===== src/rtl/pc_defs.vh =====
// Shared sizing for the program-counter, memory and register blocks.
`ifndef PC_DEFS_VH
`define PC_DEFS_VH

`define PC_WIDTH 16
`define PC_DEPTH 4
// Stack pointer needs one extra bit so that "full" (sp == DEPTH) is representable.
`define PC_SP_W(depth) ($clog2(depth) + 1)

`endif


===== src/rtl/pc_stack_pkg.sv =====
// Shared types and defaults for the program counter with return stack.
// Action decode lives here so the priority order is written down once.
package pc_stack_pkg;

`include "pc_defs.vh"

    localparam int PC_WIDTH_DEF = `PC_WIDTH;
    localparam int PC_DEPTH_DEF = `PC_DEPTH;

    typedef enum logic [2:0] {
        ACT_HOLD,
        ACT_LOAD,
        ACT_CALL,
        ACT_RET,
        ACT_INC
    } pc_act_e;

    // Priority: load > call > ret > inc > hold.
    function automatic pc_act_e decode_act(input logic load,
                                           input logic call,
                                           input logic ret,
                                           input logic inc);
        pc_act_e act;
        if (load)      act = ACT_LOAD;
        else if (call) act = ACT_CALL;
        else if (ret)  act = ACT_RET;
        else if (inc)  act = ACT_INC;
        else           act = ACT_HOLD;
        return act;
    endfunction

endpackage


===== src/rtl/ret_stack.sv =====
// Return-address LIFO with stack pointer and full/empty flags.
// Latency: push/pop take effect at the next rising edge; dout shows the current top.
// Backpressure: push when full and pop when empty are ignored; the caller flags the error.
module ret_stack
    import pc_stack_pkg::*;
#(
    parameter int WIDTH = PC_WIDTH_DEF,
    parameter int DEPTH = PC_DEPTH_DEF
) (
    input  logic             clk,
    input  logic             rst_n,
    input  logic             push,
    input  logic             pop,
    input  logic [WIDTH-1:0] din,
    output logic [WIDTH-1:0] dout,
    output logic             full,
    output logic             empty
);

    localparam int SP_W  = `PC_SP_W(DEPTH);
    localparam int IDX_W = $clog2(DEPTH);

    logic [SP_W-1:0]  sp_q, sp_d;
    logic [WIDTH-1:0] mem_q [DEPTH];
    logic [IDX_W-1:0] wr_idx;
    logic [IDX_W-1:0] rd_idx;

    assign full   = (sp_q == SP_W'(DEPTH));
    assign empty  = (sp_q == '0);
    assign wr_idx = sp_q[IDX_W-1:0];
    // When empty this wraps to the last slot; the caller never consumes it then.
    assign rd_idx = wr_idx - IDX_W'(1);
    assign dout   = mem_q[rd_idx];

    always_comb begin
        sp_d = sp_q;
        if (push && !full) begin
            sp_d = sp_q + SP_W'(1);
        end else if (pop && !empty) begin
            sp_d = sp_q - SP_W'(1);
        end
    end

    always_ff @(posedge clk or negedge rst_n) begin
        if (!rst_n) begin
            sp_q <= '0;
        end else begin
            sp_q <= sp_d;
        end
    end

    // Contents are deliberately not reset; sp gates every read.
    always_ff @(posedge clk) begin
        if (push && !full) begin
            mem_q[wr_idx] <= din;
        end
    end

endmodule


===== src/rtl/pc_stack.sv =====
// Program counter with jump, increment, call and return via a small return stack.
// Latency: every action is visible on out one cycle after the sampling edge.
// Backpressure: none; overflow/underflow are dropped and latched in sticky stk_err.
module pc_stack
    import pc_stack_pkg::*;
#(
    parameter int WIDTH = PC_WIDTH_DEF,
    parameter int DEPTH = PC_DEPTH_DEF
) (
    input  logic             clk,
    input  logic             rst_n,
    input  logic [WIDTH-1:0] in,
    input  logic             load,
    input  logic             inc,
    input  logic             call,
    input  logic             ret,
    output logic [WIDTH-1:0] out,
    output logic             stk_empty,
    output logic             stk_full,
    output logic             stk_err
);

    pc_act_e          act;
    logic [WIDTH-1:0] out_q, out_d;
    logic [WIDTH-1:0] pc_inc;
    logic             err_q, err_d;
    logic             push, pop;
    logic [WIDTH-1:0] stk_top;
    logic             stk_full_w, stk_empty_w;

    assign act    = decode_act(load, call, ret, inc);
    assign pc_inc = out_q + WIDTH'(1);

    always_comb begin
        out_d = out_q;
        err_d = err_q;
        push  = 1'b0;
        pop   = 1'b0;
        case (act)
            ACT_LOAD: out_d = in;
            ACT_CALL: begin
                if (stk_full_w) begin
                    err_d = 1'b1;
                end else begin
                    push  = 1'b1;
                    out_d = in;
                end
            end
            ACT_RET: begin
                if (stk_empty_w) begin
                    err_d = 1'b1;
                end else begin
                    pop   = 1'b1;
                    out_d = stk_top;
                end
            end
            ACT_INC:  out_d = pc_inc;
            default:  out_d = out_q;
        endcase
    end

    always_ff @(posedge clk or negedge rst_n) begin
        if (!rst_n) begin
            out_q <= '0;
            err_q <= 1'b0;
        end else begin
            out_q <= out_d;
            err_q <= err_d;
        end
    end

    ret_stack #(
        .WIDTH(WIDTH),
        .DEPTH(DEPTH)
    ) u_ret_stack (
        .clk   (clk),
        .rst_n (rst_n),
        .push  (push),
        .pop   (pop),
        .din   (pc_inc),
        .dout  (stk_top),
        .full  (stk_full_w),
        .empty (stk_empty_w)
    );

    assign out       = out_q;
    assign stk_empty = stk_empty_w;
    assign stk_full  = stk_full_w;
    assign stk_err   = err_q;

endmodule


===== config.mk =====
export PLATFORM = sky130hd
export DESIGN_NAME = pc_stack
export DESIGN_NICKNAME = d
export VERILOG_FILES = /design/src/rtl/pc_stack_pkg.sv /design/src/rtl/ret_stack.sv /design/src/rtl/pc_stack.sv
export VERILOG_INCLUDE_DIRS = /design/src /design/src/rtl
export SDC_FILE = /design/constraint.sdc
export NUM_CORES = 1
export LEC_CHECK = 0
export BUFFER_PORTS_ARGS = -buffer_cell sky130_fd_sc_hd__buf_2
export CORE_UTILIZATION = 63
export CTS_CLUSTER_SIZE = 28
export DETAILED_ROUTE_END_ITERATION = 12
export GPL_TIMING_DRIVEN = 0
export PLACE_DENSITY = 0.86
export SYNTH_ARGS = -nofsm -noshare
export SYNTH_HDL_FRONTEND = slang
export SYNTH_SLANG_ARGS = --single-unit
export TNS_END_PERCENT = 10

===== constraint.sdc =====
create_clock -name clk -period 4.25 [get_ports clk]
set_input_delay 0.85 -clock clk [delete_from_list [all_inputs] [get_ports clk]]
set_output_delay 0.85 -clock clk [all_outputs]
set_load 0.03 [all_outputs]

==> results.txt <==
After routing, the total negative slack on setup checks comes to 0 ns. The number of rows created at floorplan came out at 28. On the critical path, the stage with the largest delay is an instance of dfrtp_1. The clock reaches the later pin of the worst-skew pair after 0.36 ns.

0 antenna diodes ended up in the layout. The run gives 293 as the number of nets produced by synthesis. CTS saw 84 sinks.

In this design, the largest share of critical-path delay is due to buffers and inverters. The timing startpoint of the critical path is u_ret_stack.sp_q[0]. The flow ran to the end, and the final reports show no timing, DRC or antenna violations. The tools report the number of antenna violations at the first check in global routing as 0. The worst-case IR drop observed on VDD is 0.464 mV.

Global-route usage over all layers: 27.0%. The final layout contains routed wiring with a total length of 8.16 mm. The tools report the static leakage power as 1.63 nW. The logs give 0 for the residual overflow from global routing and 3.13 ns for the worst endpoint data arrival time. Overall power consumption after layout is estimated at 2.60 mW. Peak per-stage delay on the critical path: 0.44 ns. For this configuration, the core starts out at a cell density of 66.0%. TritonCTS built the clock tree. Per report_power, the sequential group accounts for 45.0% of the total.

Across the routed clock network, the largest skew measured is 0.00796 ns. Port buffering added 39 buffers. The tools report the core area as 5990 um2.

The mapped netlist covers 3960 um2. The run gives 1.35 ns as the final setup slack of the worst path. After detailed placement, the design holds a cell count of 379. After clock tree synthesis, the clock-pin slew on the worst setup and hold paths is 0.08 ns.

The tools report the residual DRC count as 0. The library cell used most frequently in the layout, excluding fill and tap cells, is edfxtp_1. The run gives 33.7% as the share of power burned in combinational logic. Sequential elements use 61.2% of the synthesized area. The worst setup path is launched from a flip-flop.

The die is 81.2 um tall. Unique cell type count in the Yosys netlist: 45. Post-synthesis area per instance: 14.9 um2. Leaving out fill and tap cells, the most frequent cells in the layout are edfxtp_1 (64), buf_2 (48), dfrtp_1 (20), nor2_1 (16), a21oi_1 (12). The signal on the critical path passes through buf_6 > buf_6 > inv_1 > ha_1 > clkbuf_1 > buf_2 > mux4_2 > and2_1 > a221oi_1 > o2bb2ai_1.

The worst register-to-register path begins at u_ret_stack.sp_q[0]. The share of async-settable or async-resettable flops after synthesis came out at 23.8%. The run gives 0 as the count of antenna-violating nets left after detailed routing. The final worst-path cycle share was 68.3%. The total of flip-flops plus latches after synthesis was 84. The horizontal die dimension is 81.2 um, and the HPWL after detailed placement is 5.34 mm. The post-cts resize count came out at 0. The cell chosen for the clock root is clkbuf_8.

The number of global-route vias before repair is 2397. The logs give 2581 for the total via count in the routed design and 0 for the number of failing hold endpoints at the final stage. Among the stages of the critical path, the cell type that occurs most often is buf_6. The run gives 4430 um2 as the final non-filler cell area. The worst-case register-to-register setup slack is 1.35 ns, and the number of flops mapped to enable cells by yosys is 64. The run gives 41 as the number of placed I/O pins. The classification of the worst-slack hold path is in -> async. In this run the power spent charging and discharging nets is 0.897 mW.

The CTS H-tree depth is 3, and the max-capacitance violation count is 0. The type of the worst setup path was reg -> reg. The total number of yosys warnings was 0. The logs give 0 for the hold buffer count at CTS and 2 for the maximum count of clock buffers along a single path.

The first global-routing pass estimated 12.5 mm of wire. Subtracting the final worst setup slack from the clock period gives 2.90 ns. The worst setup path is captured at a flip-flop. For the worst setup path, the data required time is 4.48 ns. In this run, the number of DRC markers left after iteration 0 of detailed routing was 349. The post-place instance area came out at 4250 um2. The first detailed-routing pass ran for 5 iterations.

The logs give 344 MHz for the upper clock frequency limit and 265 for the instance count of the mapped netlist. Net switching is 34.5% of the power. Share of final-layout standard cells stronger than drive strength 1: 27.5%. At the end of routability-driven placement, the weighted congestion stood at 0.845. Among all flip-flop cells after synthesis, the most frequent one is edfxtp_1. In this run the power density over the cells is 588 nW/um2. The run gives 21 as the largest net degree at the start of global routing.

For the pin with the worst max-slew slack, the measured transition is 1.01 ns. The clock network power share was 21.3%. The final routed wire length divided by cell count was 20.7 um; the worst slack at placement was 1.36 ns. Setup repair after global routing left no endpoint under its margin. The number of buffers and inverters on the critical path is 5. The worst-case headroom to the max-slew limit came out at 32.6%. The die covers 6600 um2.

The internal power of the cells totals 1.71 mW. The run gives 395 as the final cell count without fillers. The logs give 0 for the total setup violations reported at the end of the flow and 9 for the clock buffer count from CTS.

Compared with the post-synthesis result, the final layout area differs by 12.0%. Dividing the detail-routed via count by the number of cells gives 6.53. For the post-CTS setup buffer count, the log shows 0. The final count of pins violating max slew was 0; the worst-path maximum fanout was 10. The number of nets in the layout came out at 343.
-- sequential cells by signal (all words and copies together) (netlist names) --
signal and count:
u_ret_stack.mem_q 64, out 16, stk_err 1, u_ret_stack.sp_q 3
-- power by group through the flow --
stage	combinational [mW]	sequential, mW	clock, mW
3_5_place_dp	0.880	1.19	0
2_1_floorplan	0.582	1.24	0
3_3_place_gp	0.852	1.18	0
5_1_grt	0.956	1.18	0.594
6_report	0.877	1.17	0.555
4_1_cts	0.882	1.17	0.553
-- kinds of logic (layout without fill, tap and decap cells) --
group	Yosys count	after routing	synth area share, %
DFF	84	84	61.2
and+or+nand+nor	64	64	9.87
AOI/OAI and AO/OA	57	57	10.5
buffers and inverters	22	77	3.13
muxes	17	17	10.1
xor gates and xnor gates	15	15	3.32
adders and majority gates	6	6	1.90
-- Yosys cell counts, drive strengths merged, types with 2 or more instances --
cell type | number | area share (%)
o21ai | 12 | 1.5
xor2 | 8 | 1.8
a22oi | 3 | 0.57
nand2b | 3 | 0.47
buf | 13 | 2.3
edfxtp | 64 | 49
and2 | 10 | 1.6
nand3 | 7 | 0.89
xnor2 | 7 | 1.6
o21a | 2 | 0.38
nor3 | 7 | 0.89
mux4 | 16 | 9.8
dfrtp | 20 | 13
nand4 | 3 | 0.63
ha | 6 | 1.9
a222oi | 3 | 0.76
a221oi | 11 | 2.6
a221o | 2 | 0.51
o2bb2ai | 8 | 1.8
nor4 | 4 | 1.2
or2 | 2 | 0.32
nor3b | 3 | 0.82
nor2 | 18 | 1.9
nand2 | 4 | 0.38
inv | 8 | 0.76
a21oi | 12 | 1.5
-- worst paths after layout --
kind | endpoint | cells after the start
worst max register to register | out[12] | 10
worst min-delay path | out[10] | 1
worst max-delay path | out[12] | 10
max in group asynchronous | out[12] | 1
worst min register to register | stk_err | 1
min in group clk | stk_err | 1
-- cell type report --
cell class	count	area [um2]
flip-flops and latches	84	2420
fillers	374	1560
multi-input cells	159	1410
repair buffers	39	195
clock buffers	11	131
plain buffers	14	93.8
well taps	75	93.8
clock inverters	5	52.6
inverters	8	30.0
-- per-layer routing --
layer | global-route usage, % | routed length, um | up-vias
li1 | - | - | 1153
met2 | 42.7 | 4080 | 110
met3 | 5.28 | 535 | 23
met4 | 11.3 | 206 | 0
met5 | 0 | 0 | -
met1 | 36.7 | 3330 | 1295
-- metrics by stage --
| stage | hold WS, ns | utilization [%] |
|---|---|---|
| global route | 0.481 | 74.0 |
| global placement | 0.457 | 70.8 |
| CTS | 0.469 | 74.0 |
| floorplan | 0.528 | - |
| detailed placement | 0.464 | 70.9 |
| finish | 0.453 | 74.0 |
(Power assumes the default switching activity.)
